$ cat src/rtl/anim_pkg.sv
// anim_pkg: shared mode/state types and default ROM offsets for sprite animators
package anim_pkg;
  typedef enum logic [1:0] {LOOP = 2'd0, PINGPONG = 2'd1, ONESHOT = 2'd2, RSVD = 2'd3} anim_mode_t;
  typedef enum logic [1:0] {IDLE = 2'd0, RUN = 2'd1, DONE = 2'd2} anim_state_t;
  localparam int unsigned DEF_BASE_OFFSET = 3264;
  localparam int unsigned DEF_IDLE_OFFSET = 0;
endpackage

$ cat src/rtl/anim_offset_calc.sv
// anim_offset_calc: registered sprite-ROM offset = base + idx*height*width, idle offset outside RUN/DONE
module anim_offset_calc
  import anim_pkg::*;
#(
  parameter int          IDX_W       = 3,
  parameter int          OFF_W       = 32,
  parameter int unsigned BASE_OFFSET = DEF_BASE_OFFSET,
  parameter int unsigned IDLE_OFFSET = DEF_IDLE_OFFSET
) (
  input  logic              Clk,
  input  logic              Reset,
  input  logic [IDX_W-1:0]  idx,
  input  logic [9:0]        height,
  input  logic [9:0]        width,
  input  anim_state_t       state,
  output logic [OFF_W-1:0]  offset
);
  localparam int PW = (IDX_W + 21 > 33) ? IDX_W + 21 : 33;
  logic [19:0]   size;
  logic [PW-1:0] full;
  // full-width multiply-add; size inputs are used live
  always_comb begin
    size = 20'(height) * 20'(width);
    full = PW'(BASE_OFFSET) + PW'(idx) * PW'(size);
  end
  // offset register follows state/idx one clock later, every clock
  always_ff @(posedge Clk)
    offset <= (Reset || state == IDLE) ? OFF_W'(IDLE_OFFSET) : OFF_W'(full);
endmodule

$ cat src/rtl/sprite_anim_seq.sv
// sprite_anim_seq: tick-gated sprite frame sequencer with loop/ping-pong/one-shot playback
module sprite_anim_seq
  import anim_pkg::*;
#(
  parameter int          MAX_FRAMES  = 8,
  parameter int          IDX_W       = 3,
  parameter int          HOLD_W      = 4,
  parameter int          OFF_W       = 32,
  parameter int unsigned BASE_OFFSET = DEF_BASE_OFFSET,
  parameter int unsigned IDLE_OFFSET = DEF_IDLE_OFFSET
) (
  input  logic              Clk,
  input  logic              Reset,
  input  logic              frame_tick,
  input  logic              moving,
  input  logic [1:0]        mode,
  input  logic [IDX_W:0]    num_frames,
  input  logic [HOLD_W-1:0] hold,
  input  logic [9:0]        spriteHeight,
  input  logic [9:0]        spriteWidth,
  output logic [OFF_W-1:0]  animationOffset,
  output logic [IDX_W-1:0]  frame_idx,
  output logic              anim_busy,
  output logic              anim_done
);
  localparam logic [IDX_W:0] MAXN = (IDX_W + 1)'(MAX_FRAMES);
  anim_state_t       state;
  anim_mode_t        mode_l;
  logic [IDX_W:0]    n_l, n_eff;
  logic [HOLD_W-1:0] hold_l, hold_cnt;
  logic              dir, up, at_last, pp, os, nxt_dir, to_done;
  logic [IDX_W-1:0]  last, inc, dec, nxt_idx;
  // next frame index/direction for one advance, by latched mode
  always_comb begin
    n_eff   = (num_frames == '0) ? (IDX_W + 1)'(1) : (num_frames > MAXN) ? MAXN : num_frames;
    last    = IDX_W'(n_l - (IDX_W + 1)'(1));
    at_last = frame_idx == last;
    pp      = mode_l == PINGPONG;
    os      = mode_l == ONESHOT;
    inc     = frame_idx + IDX_W'(1);
    dec     = frame_idx - IDX_W'(1);
    up      = dir ? frame_idx == '0 : !at_last;
    nxt_idx = pp ? ((last == '0) ? '0 : up ? inc : dec) : at_last ? (os ? frame_idx : '0) : inc;
    nxt_dir = pp ? (last != '0 && !up) : dir;
    to_done = os && at_last;
  end
  // sequencer FSM, hold counter and config latch, advancing only on frame_tick
  always_ff @(posedge Clk) begin
    if (Reset) begin
      state     <= IDLE;
      frame_idx <= '0;
      hold_cnt  <= '0;
      dir       <= 1'b0;
      mode_l    <= LOOP;
      n_l       <= (IDX_W + 1)'(1);
      hold_l    <= '0;
    end else if (frame_tick) begin
      case (state)
        IDLE: if (moving) begin
          state     <= RUN;
          frame_idx <= '0;
          hold_cnt  <= '0;
          dir       <= 1'b0;
          mode_l    <= anim_mode_t'(mode);
          n_l       <= n_eff;
          hold_l    <= hold;
        end
        RUN: if (!moving) begin
          state     <= IDLE;
          frame_idx <= '0;
          hold_cnt  <= '0;
          dir       <= 1'b0;
        end else if (hold_cnt != hold_l) begin
          hold_cnt  <= hold_cnt + HOLD_W'(1);
        end else begin
          hold_cnt  <= '0;
          frame_idx <= nxt_idx;
          dir       <= nxt_dir;
          if (to_done) state <= DONE;
        end
        default: if (!moving) begin
          state     <= IDLE;
          frame_idx <= '0;
          hold_cnt  <= '0;
          dir       <= 1'b0;
        end
      endcase
    end
  end
  assign anim_busy = state == RUN;
  assign anim_done = state == DONE;
  anim_offset_calc #(
    .IDX_W(IDX_W), .OFF_W(OFF_W), .BASE_OFFSET(BASE_OFFSET), .IDLE_OFFSET(IDLE_OFFSET)
  ) u_off (
    .Clk(Clk), .Reset(Reset), .idx(frame_idx), .height(spriteHeight), .width(spriteWidth),
    .state(state), .offset(animationOffset)
  );
endmodule

$ cat config.mk
export PLATFORM = sky130hd
export DESIGN_NAME = sprite_anim_seq
export DESIGN_NICKNAME = d
export VERILOG_FILES = /design/src/rtl/anim_pkg.sv /design/src/rtl/anim_offset_calc.sv /design/src/rtl/sprite_anim_seq.sv
export SDC_FILE = /design/constraint.sdc
export NUM_CORES = 1
export LEC_CHECK = 0
export CAP_MARGIN = 30
export CORE_MARGIN = 3
export CORE_UTILIZATION = 54
export DETAILED_ROUTE_END_ITERATION = 7
export PLACE_DENSITY = 0.79
export REMOVE_ABC_BUFFERS = 1
export SLEW_MARGIN = 30
export SYNTH_ARGS = -nofsm -noshare
export SYNTH_HDL_FRONTEND = slang
export SYNTH_HIERARCHICAL = 1
export SYNTH_SLANG_ARGS = --single-unit
$ cat constraint.sdc
create_clock -name Clk -period 8.3 [get_ports Clk]
set_input_delay 1.66 -clock Clk [delete_from_list [all_inputs] [get_ports Clk]]
set_output_delay 1.66 -clock Clk [all_outputs]
set_load 0.01 [all_outputs]
==> qor.csv, run 1 <==
metric,value,unit
Worst-Margin Slew,990,ps
Top Usage Layer GRT,met2,
share of cells above drive strength 1,20.9,%
Post-synth EDFFs,0,
Switching Share,43.4,%
CTS Buf Count,5,
Die Span X,122,um
DRC viols,0,
arrival time of the worst setup path,8300,ps
Tot GR Track Use,22.0,%
crit path launch type,input pin,
Mapped Avg Cell Area,8.55,um^2
Multi-input gate area,6300,um^2
PwrDens,212,nW/um^2
gr ovfl total,0,
"Cell Area, Synth",7290,um^2
number of fillers in the final layout,934,
Initial Util,56.4,%
Mapped Cells,853,
Final Worst Setup Slack,208,ps
H-tree depth,2,
outcome,finished clean,
final worst path period share,97.5,%
final worst clock skew,10.2,ps
grt met2 use,40.9,%
Final Max Slew Viols,0,
HPWL Detailed,12700,um
Post-synth top flop,dfxtp_1,
Routed WL,16200,um
die height,122,um
Die ar.,14900,um^2
antenna-violating nets left,0,
Area contributors post-synth,"fa_1 22%, ha_1 17%, dfxtp_1 12%",
CTS tree,yes,
CP required,8510,ps
worst hold path type,reg -> reg,
# nets final,1223,
clock power share,11.4,%
Synth top area share,22.2,%
"Core Util, Final",72.4,%
Clock Root Buffer,clkbuf_16,
Peak Freq,124,MHz
num ports,71,
post-layout min period,8090,ps
share of power burned in registers,10.8,%
layout overhead on the synthesized area,28.3,%
via count,6370,
crit end category,flop,
GR Util met3,2.95,%
internal power,1.12,mW
Static Leak,4.61,nW
P_sw,860,uW
Yosys cell types,62,
# diodes,0,
worst skew pair latency,290,ps
Post-Place Cells,1166,
total negative slack,0,ps
via/cell ratio,5.40,
"Seq/Total Area, Yosys",11.8,%
top cell type by total area after synthesis,fa_1,
Setup Viol. Count Final,0,
"critical path fanouts, max",7,
dpl ws,-889,ps
post-synthesis register bit count,43,
max cap viols,0,
Clock Sinks,43,
Max Root-Sink Buffers,2,
core box area,12900,um^2
RePlAce Congestion,0.862,
max_slew headroom,33.9,%
yosys warns,6,
Final Non-Filler Cells,1179,
M1 GR Usage,27.6,%
Port Buf Inserts,62,
FF/Latch Area,862,um^2
final hold violation count,0,
first-pass GRT wire length,27700,um
Max IR drop VDD,0.000217,V
combinational power share,77.7,%
initial antenna violation count,0,
vias in the first global route,6487,
DR WL/cell,13.7,um
largest net degree at the start of global routing,33,
async set-or-reset flop fraction in the synthesized netlist,0,%
num rows,41,
drt first pass iters,5,
DR iter-0 viols,316,
clock-pin slew on the worst setup and hold paths,60,ps
critical path class,in -> reg,
power groups by stage:
stage | sequential, mW | clock, mW | combinational [mW]
2_1_floorplan | 0.220 | 0 | 0.828
3_3_place_gp | 0.219 | 0 | 1.29
3_5_place_dp | 0.219 | 0 | 1.31
4_1_cts | 0.215 | 0.232 | 1.39
5_1_grt | 0.215 | 0.239 | 1.72
6_report | 0.215 | 0.227 | 1.54
worst max-delay path, cell delays in order:
cell and delay [ps]:
clkdlybuf4s15_1 240, and2_1 200, fa_2 350, fa_1 530, inv_1 50, fa_1 470
inv_1 50, fa_1 550, inv_1 60, fa_1 540, inv_1 70, ha_4 250
and3_4 180, buf_4 140, nand3_2 90, a21oi_4 50, or2_4 240, o211ai_1 250
and2_1 200, fa_1 460, ha_4 300, ha_4 190, buf_4 150, a31o_1 220
a211o_1 260, a21o_1 180, a31o_1 190, mux2i_1 180
cell type report:
class	instances	area share, %
clock buffers	5	1.34
well taps	172	2.30
multi-input cells	684	67.4
repair buffers	179	15.6
flip-flops and latches	43	9.21
inverters	93	3.73
clock inverters	3	0.495
registers in the layout (all words and copies together), names as in the netlist:
name / flops
u_off/offset: 24
hold_cnt: 4
hold_l: 4
frame_idx: 3
n_l: 3
mode_l: 2
state: 2
dir: 1
routing by layer:
layer  vias up  share of wire [%]
li1       3101                  -
met1      3119                 42
met2       130                 53
met3        20                3.9
met4         0                1.1
met5         -                  0
logic make-up (layout without fill, tap and decap cells):
group	after synthesis	after routing	synth area share, %
AND/OR/NAND/NOR	314	314	22.4
adder cells (fa/ha/maj)	183	183	39.7
buffers and inverters	133	280	7.41
AO/OA/AOI/OAI	131	131	12.3
flip-flops	43	43	11.8
XOR/XNOR	33	33	4.19
multiplexers	15	15	2.13
other	1	8	0.0514
synthesized netlist by cell type, drive strengths merged (8+ instances only):
cell / instances
nand2: 103
ha: 102
inv: 93
and2: 88
fa: 81
dfxtp: 43
a21oi: 42
nor2: 31
clkbuf: 28
a21o: 22
xnor2: 22
nor3: 19
nand2b: 17
o21ai: 17
nand3: 16
buf: 12
mux2i: 11
xor2: 10
and3: 8
o21a: 8
final timing paths:
| kind | start | endpoint | slack [ps] | cells past startpoint |
|---|---|---|---|---|
| max | spriteWidth[4] | u_off/offset[22] | 210 | 28 |
| min | n_l[1] | n_l[1] | 460 | 2 |
| max reg2reg | frame_idx[1] | u_off/offset[15] | 4320 | 13 |
| min reg2reg | n_l[1] | n_l[1] | 460 | 2 |
cells in the final DEF, fill, tap and decap left out, types with 4 or more instances in the layout:
master and count:
nand3_1 14, xor2_1 10, nand2b_1 17, clkbuf_16 5, fa_1 79, o21a_1 7
inv_1 93, a21o_1 22, o211ai_1 4, xnor2_1 21, nor3_1 16, a21oi_1 32
ha_1 89, nor2_1 31, clkbuf_2 8, a21oi_2 8, buf_4 114, and3_1 7
conb_1 8, and2_1 87, buf_2 5, nand2_1 100, clkdlybuf4s50_1 43, o21ai_0 12
dlymetal6s2s_1 4, nand3b_1 4, mux2i_1 9, nor2b_1 6, ha_4 13, dfxtp_1 42
timing repair:
item                                    in CTS  in global routing
buffers inserted                             1                  4
gates resized for setup                     49                 74
endpoints found under the setup margin      12                 12
hold buffers                                 0                  0
pin swaps                                   20                 29
cloned                                       0                  0
stage by stage:
stage                     power, mW  hold slack [ps]  area [um^2]
after floorplan                1.05              426         7130
after CTS                      1.84              461         9090
after global routing           2.17              497         9360
after global placement         1.51              445         8810
after detailed placement       1.53              453         8810
final                          1.98              458         9360
Power figures use the tool's default switching activity.
==> inputs of run 2 (changes only) <==
--- a/config.mk
+++ b/config.mk
@@ -10,7 +10,6 @@
 export CORE_UTILIZATION = 54
 export DETAILED_ROUTE_END_ITERATION = 7
 export PLACE_DENSITY = 0.79
-export REMOVE_ABC_BUFFERS = 1
 export SLEW_MARGIN = 30
 export SYNTH_ARGS = -nofsm -noshare
 export SYNTH_HDL_FRONTEND = slang
==> run 2 against run 1 <==
Compared with the run above: via count grew 1.2%; register-to-register slack gained 390 ps; worst setup slack lost 93 ps; largest cell class unchanged; critical path type unchanged.
==> qor.csv, run 2 (synthesis gave the netlist of run 1 again) <==
metric,value,unit,change
final worst clock skew,5.03,ps,was 10.2 ps
Max IR drop VDD,0.000221,V,was 0.000217 V
largest net degree at the start of global routing,33,,unchanged
Peak Freq,122,MHz,was 124 MHz
first-pass GRT wire length,28600,um,was 27700 um
Slowest cell on crit path,fa_1,,unchanged
biggest regs,"u_off/offset (24), hold_cnt (4), hold_l (4)",,unchanged
via/cell ratio,5.41,,was 5.40
critical path's largest stage delay,530,ps,was 550 ps
PwrDens,220,nW/um^2,was 212 nW/um^2
Clock Root Buffer,clkbuf_16,,unchanged
share of power burned in registers,10.2,%,was 10.8%
Die Span X,122,um,unchanged
share of cells above drive strength 1,22.8,%,was 20.9%
via count,6449,,was 6370
core box area,12900,um^2,unchanged
critical path class,in -> reg,,unchanged
# diodes,0,,unchanged
max FFs per register,24,,unchanged
vias in the first global route,6417,,was 6487
CTS tree,yes,,unchanged
Die ar.,14900,um^2,unchanged
placed cell areas,8900,um^2,was 8810 um^2
layout overhead on the synthesized area,30.8,%,was 28.3%
"commonest non-fill, non-tap cells in the layout","125 x buf_4, 99 x nand2_1, 91 x inv_1",,"was 114 x buf_4, 100 x nand2_1, 93 x inv_1"
drt first pass iters,4,,was 5
Setup Viol. Count Final,0,,unchanged
H-tree depth,2,,unchanged
num rows,41,,unchanged
clock-pin slew on the worst setup and hold paths,70,ps,was 60 ps
Switching Share,43.5,%,was 43.4%
combinational power share,77.2,%,was 77.7%
Final Max Slew Viols,0,,unchanged
Crit path top cell by count,fa_1,,unchanged
Tot GR Track Use,23.3,%,was 22.0%
Initial Util,56.4,%,unchanged
clock power share,12.6,%,was 11.4%
Routed WL,17900,um,was 16200 um
Port Buf Inserts,62,,unchanged
arrival time of the worst setup path,8380,ps,was 8300 ps
Static Leak,4.65,nW,was 4.61 nW
worst skew pair latency,300,ps,was 290 ps
worst hold path type,reg -> reg,,unchanged
antenna-violating nets left,0,,unchanged
gr ovfl total,0,,unchanged
crit end category,flop,,unchanged
num ports,71,,unchanged
HPWL Detailed,13200,um,was 12700 um
post-route cell area,9540,um^2,was 9360 um^2
max_slew headroom,50.7,%,was 33.9%
DR WL/cell,15.0,um,was 13.7 um
internal power,1.19,mW,was 1.12 mW
"most common cell after layout, fill and taps aside",buf_4,,unchanged
DR iter-0 viols,273,,was 316
CTS Buf Count,5,,unchanged
final hold violation count,0,,unchanged
RePlAce Congestion,0.911,,was 0.862
DRC viols,0,,unchanged
Final Worst Setup Slack,114,ps,was 208 ps
Worst-Margin Slew,737,ps,was 990 ps
"critical path fanouts, max",5,,was 7
Clock Sinks,43,,unchanged
dpl ws,-777,ps,was -889 ps
die height,122,um,unchanged
P_sw,913,uW,was 860 uW
Post-Place Cells,1175,,was 1166
crit path launch type,input pin,,unchanged
outcome,finished clean,,unchanged
Biggest register,u_off/offset,,unchanged
Final Non-Filler Cells,1191,,was 1179
final worst path period share,98.6,%,was 97.5%
Max Root-Sink Buffers,2,,unchanged
CP required,8490,ps,was 8510 ps
# nets final,1235,,was 1223
initial antenna violation count,0,,unchanged
max cap viols,0,,unchanged
post-layout min period,8190,ps,was 8090 ps
[run 2: cell count changes in the layout (fill, tap and decap cells not counted), moves of 3 or more]
cell,before,now
buf_2,5,0
buf_4,114,125
ha_4,13,16
ha_1,89,85
dlygate4sd2_1,0,7
[run 2: critical path: cells and delay by family]
family                   cells  cell delay [ps]
adder cells (fa/ha/maj)      9             3810
buffers and inverters        8              760
XOR/XNOR                     1              240
AND/OR/NAND/NOR              5              650
AO/OA/AOI/OAI                7             1240
[run 2: worst paths after layout]
kind                                     start               end  slack (ps)  cells after the start
worst min register to register          n_l[1]            n_l[1]         460                      2
worst min-delay path                    n_l[1]            n_l[1]         460                      2
worst max-delay path            spriteWidth[1]  u_off/offset[23]         110                     30
worst max register to register    frame_idx[0]  u_off/offset[15]        4710                     14
[run 2: what timing repair did]
item	4_1_cts	5_1_grt
gates resized for setup	60	56
hold buffers	0	0
setup endpoints to repair	12	13
pin swaps	26	34
buffers inserted	4	4
[run 2: cell type report]
type	instances	area (um^2)
fillers	930	3390
well taps	172	215
inverters	93	349
multi-input cells	684	6360
flip-flops and latches	43	861
clock buffers	5	125
clock inverters	3	71.3
repair buffers	191	1560
[run 2: power groups by stage]
stage | Sequential, mW | Combinational [mW] | Clock (mW)
after global routing | 0.216 | 1.78 | 0.277
final | 0.215 | 1.62 | 0.265
after floorplan | 0.220 | 0.889 | 0
after detailed placement | 0.220 | 1.34 | 0
after global placement | 0.219 | 1.31 | 0
after CTS | 0.215 | 1.47 | 0.269
[run 2: layer usage]
metal | share of wire [%] | GRT usage [%] | vias up
met5 | 0 | 0 | -
met4 | 1.5 | 3.85 | 0
met3 | 3.7 | 2.86 | 28
met2 | 54 | 43.1 | 132
met1 | 41 | 29.4 | 3170
li1 | - | - | 3119
[run 2: stage by stage]
step	util, %	hold WS [ps]	total power, mW	TNS [ps]
after floorplan	-	432	1.11	0
after global placement	68.9	449	1.53	-5680
after detailed placement	68.9	454	1.56	-7250
after CTS	72.4	461	1.96	0
after global routing	73.8	492	2.28	-590
final	73.8	458	2.10	0
==> inputs of run 3 (changes only) <==
--- a/config.mk
+++ b/config.mk
@@ -13,5 +13,4 @@
 export SLEW_MARGIN = 30
 export SYNTH_ARGS = -nofsm -noshare
 export SYNTH_HDL_FRONTEND = slang
-export SYNTH_HIERARCHICAL = 1
 export SYNTH_SLANG_ARGS = --single-unit
==> run 3 against run 2 <==
Compared with the run above: register-to-register slack got worse by 330 ps; largest cell class unchanged; non-clock buffer count down 5; final cell count down 0.34%; critical path depth down 5; flip-flop and latch count unchanged.
==> qor.csv, run 3 <==
metric,value,unit,change
CP required,8520,ps,was 8490 ps
antenna-violating nets left,0,,unchanged
hold_buf cts,0,,unchanged
outcome,finished clean,,unchanged
Slowest cell on crit path,fa_1,,unchanged
DRC viols,0,,unchanged
Die Span X,121,um,was 122 um
final hold violation count,0,,unchanged
crit end category,flop,,unchanged
via/cell ratio,5.39,,was 5.41
R2R Path End,u_off.offset[21],,was u_off/offset[15]
worst hold path type,reg -> reg,,unchanged
"Core Util, Final",72.6,%,was 73.8%
crit path launch type,input pin,,unchanged
largest net degree at the start of global routing,24,,was 33
Post-synth EDFFs,0,,unchanged
Port Buf Inserts,62,,unchanged
grt met2 use,41.9,%,was 43.1%
"Seq/Total Area, Yosys",12.0,%,was 11.8%
Die ar.,14800,um^2,was 14900 um^2
WHS,459,ps,was 458 ps
CTS tree,yes,,unchanged
HPWL Detailed,13600,um,was 13200 um
Peak Freq,124,MHz,was 122 MHz
Clock Root Buffer,clkbuf_16,,unchanged
final worst clock skew,7.05,ps,was 5.03 ps
GR Util met3,1.54,%,was 2.86%
gr ovfl total,0,,unchanged
yosys warns,0,,was 6
vias in the first global route,6397,,was 6417
via count,6397,,was 6449
layout overhead on the synthesized area,29.4,%,was 30.8%
PwrDens,251,nW/um^2,was 220 nW/um^2
Top Usage Layer GRT,met2,,unchanged
drt first pass iters,5,,was 4
post-layout min period,8090,ps,was 8190 ps
Yosys cell types,58,,was 62
max_slew headroom,48.0,%,was 50.7%
Synth top cells by count,"102 x ha_1, 100 x inv_1, 96 x and2_1, 95 x nand2_1, 81 x fa_1",,"was 103 x nand2_1, 102 x ha_1, 93 x inv_1, 88 x and2_1, 81 x fa_1"
"Cell Area, Synth",7200,um^2,was 7290 um^2
Mapped Cells,857,,was 853
post-synthesis register bit count,43,,unchanged
Static Leak,4.52,nW,was 4.65 nW
H-tree depth,2,,unchanged
Initial Util,56.1,%,was 56.4%
clock-pin slew on the worst setup and hold paths,60,ps,was 70 ps
Final Non-Filler Cells,1187,,was 1191
Tot GR Track Use,23.5,%,was 23.3%
async set-or-reset flop fraction in the synthesized netlist,0,%,unchanged
placed cell areas,8840,um^2,was 8900 um^2
"most common cell after layout, fill and taps aside",buf_4,,unchanged
internal reg-to-reg setup slack,4380,ps,was 4710 ps
hold depth,2,,unchanged
"critical path fanouts, max",6,,was 5
Max Root-Sink Buffers,2,,unchanged
max FFs per register,24,,unchanged
critical path's largest stage delay,630,ps,was 530 ps
biggest regs,"u_off.offset (24), hold_cnt (4), hold_l (4)",,"was u_off/offset (24), hold_cnt (4), hold_l (4)"
Design Power,2.34,mW,was 2.10 mW
worst skew pair latency,290,ps,was 300 ps
Clock Sinks,43,,unchanged
Max IR drop VDD,0.000246,V,was 0.000221 V
Setup Viol. Count Final,0,,unchanged
Worst-Margin Slew,777,ps,was 737 ps
share of cells above drive strength 1,20.1,%,was 22.8%
num rows,41,,unchanged
post-route cell area,9320,um^2,was 9540 um^2
# diodes,0,,unchanged
first-pass GRT wire length,28700,um,was 28600 um
Synth top area share,22.5,%,was 22.2%
R2R depth,11,,was 14
DR iter-0 viols,336,,was 273
RePlAce Congestion,0.869,,was 0.911
max cap viols,0,,unchanged
HP Start,n_l[1],,unchanged
core box area,12800,um^2,was 12900 um^2
Post-synth top flop,dfxtp_1,,unchanged
Final Max Slew Viols,0,,unchanged
# nets final,1231,,was 1235
Mapped Avg Cell Area,8.40,um^2,was 8.55 um^2
die height,121,um,was 122 um
"count leader, synth",ha_1,,was nand2_1
final worst path period share,97.5,%,was 98.6%
top cell type by total area after synthesis,fa_1,,unchanged
critical path class,in -> reg,,unchanged
number of fillers in the final layout,941,,was 930
R2R Path Start,frame_idx[1],,was frame_idx[0]
arrival time of the worst setup path,8310,ps,was 8380 ps
Crit path top cell by count,fa_1,,unchanged
DR WL/cell,14.4,um,was 15.0 um
num ports,71,,unchanged
CTS Buf Count,5,,unchanged
M1 GR Usage,30.5,%,was 29.4%
Biggest register,u_off.offset,,was u_off/offset
initial antenna violation count,0,,unchanged
Post-Place Cells,1177,,was 1175
"commonest non-fill, non-tap cells in the layout","121 x buf_4, 100 x inv_1, 96 x and2_1",,"was 125 x buf_4, 99 x nand2_1, 91 x inv_1"
Hold EP,n_l[1],,unchanged
Area contributors post-synth,"fa_1 23%, ha_1 18%, dfxtp_1 12%",,"was fa_1 22%, ha_1 17%, dfxtp_1 12%"
Routed WL,17100,um,was 17900 um
[run 3: cell types whose count changed in the layout (fill, tap and decap cells not counted), sizes merged, moves of 5 or more]
cell,before,now
and2,88,96
buf,129,124
nor2,31,37
nand3,16,29
nor3,19,11
dlygate4sd2,7,1
a21o,22,13
nand2b,17,5
nand2,103,95
a21oi,42,50
inv,94,102
[run 3: where the power goes]
group	total [mW]	internal [mW]	switching [mW]	leakage (nW)
clock	0.196	0.112	0.0840	0.0664
combinational	1.93	0.950	0.979	4.10
sequential	0.215	0.211	0.00395	0.348
total	2.34	1.27	1.07	4.52
[run 3: timing repair]
action,4_1_cts,5_1_grt
pin swaps,15,31
resized for setup,37,60
endpoints found under the setup margin,11,12
buffers inserted,1,1
[run 3: area by class of cell]
class / count / area (um^2) / area share [%]
Clock buffer: 5 / 125 / 1.34
Clock inverter: 3 / 23.8 / 0.255
Inverter: 101 / 379 / 4.07
Multi-Input combinational cell: 677 / 6210 / 66.6
Sequential cell: 43 / 861 / 9.24
Tap cell: 172 / 215 / 2.31
Timing Repair Buffer: 186 / 1500 / 16.1
[run 3: critical path: cells and delay by family]
family / cells / cell delay, ps
and+or+nand+nor: 3 / 620
buffers and inverters: 6 / 920
adders and majority gates: 9 / 3720
muxes: 1 / 200
AOI/OAI and AO/OA: 6 / 1170
[run 3: worst max path at each step]
| stage | startpoint | end | slack [ps] | cells past startpoint |
|---|---|---|---|---|
| 2_1_floorplan | spriteHeight[8] | u_off.offset[22] | 9 | 26 |
| 3_3_place_gp | spriteHeight[2] | u_off.offset[21] | -560 | 26 |
| 3_5_place_dp | spriteHeight[2] | u_off.offset[21] | -770 | 26 |
| 4_1_cts | spriteWidth[8] | u_off.offset[21] | 5 | 27 |
| 5_1_grt | spriteWidth[4] | u_off.offset[21] | -30 | 25 |
| 6_report | spriteWidth[4] | u_off.offset[21] | 210 | 25 |
[run 3: per-stage QoR]
step                      setup TNS (ps)  worst slack, ps
final                                  0              206
after global routing               -95.2            -32.8
after CTS                              0             5.48
after detailed placement           -6760             -774
after global placement             -5300             -556
after floorplan                        0             9.34
[run 3: metal layers]
layer  wire length, um  share of wire [%]
met1              7300                 43
met2              8880                 52
met3               546                3.2
met4               412                2.4
met5                 0                  0
[run 3: kinds of logic (layout without fill, tap and decap cells)]
| kind of cell | after synthesis | count (layout) | synth area share, % |
|---|---|---|---|
| simple gates | 319 | 319 | 22.9 |
| fa+ha+maj | 183 | 183 | 40.3 |
| buf+inv | 144 | 295 | 8.07 |
| compound gates | 124 | 124 | 11.2 |
| flops | 43 | 43 | 12.0 |
| xor+xnor | 35 | 35 | 4.45 |
| mux | 8 | 8 | 1.11 |
| other cells | 1 | 8 | 0.0521 |
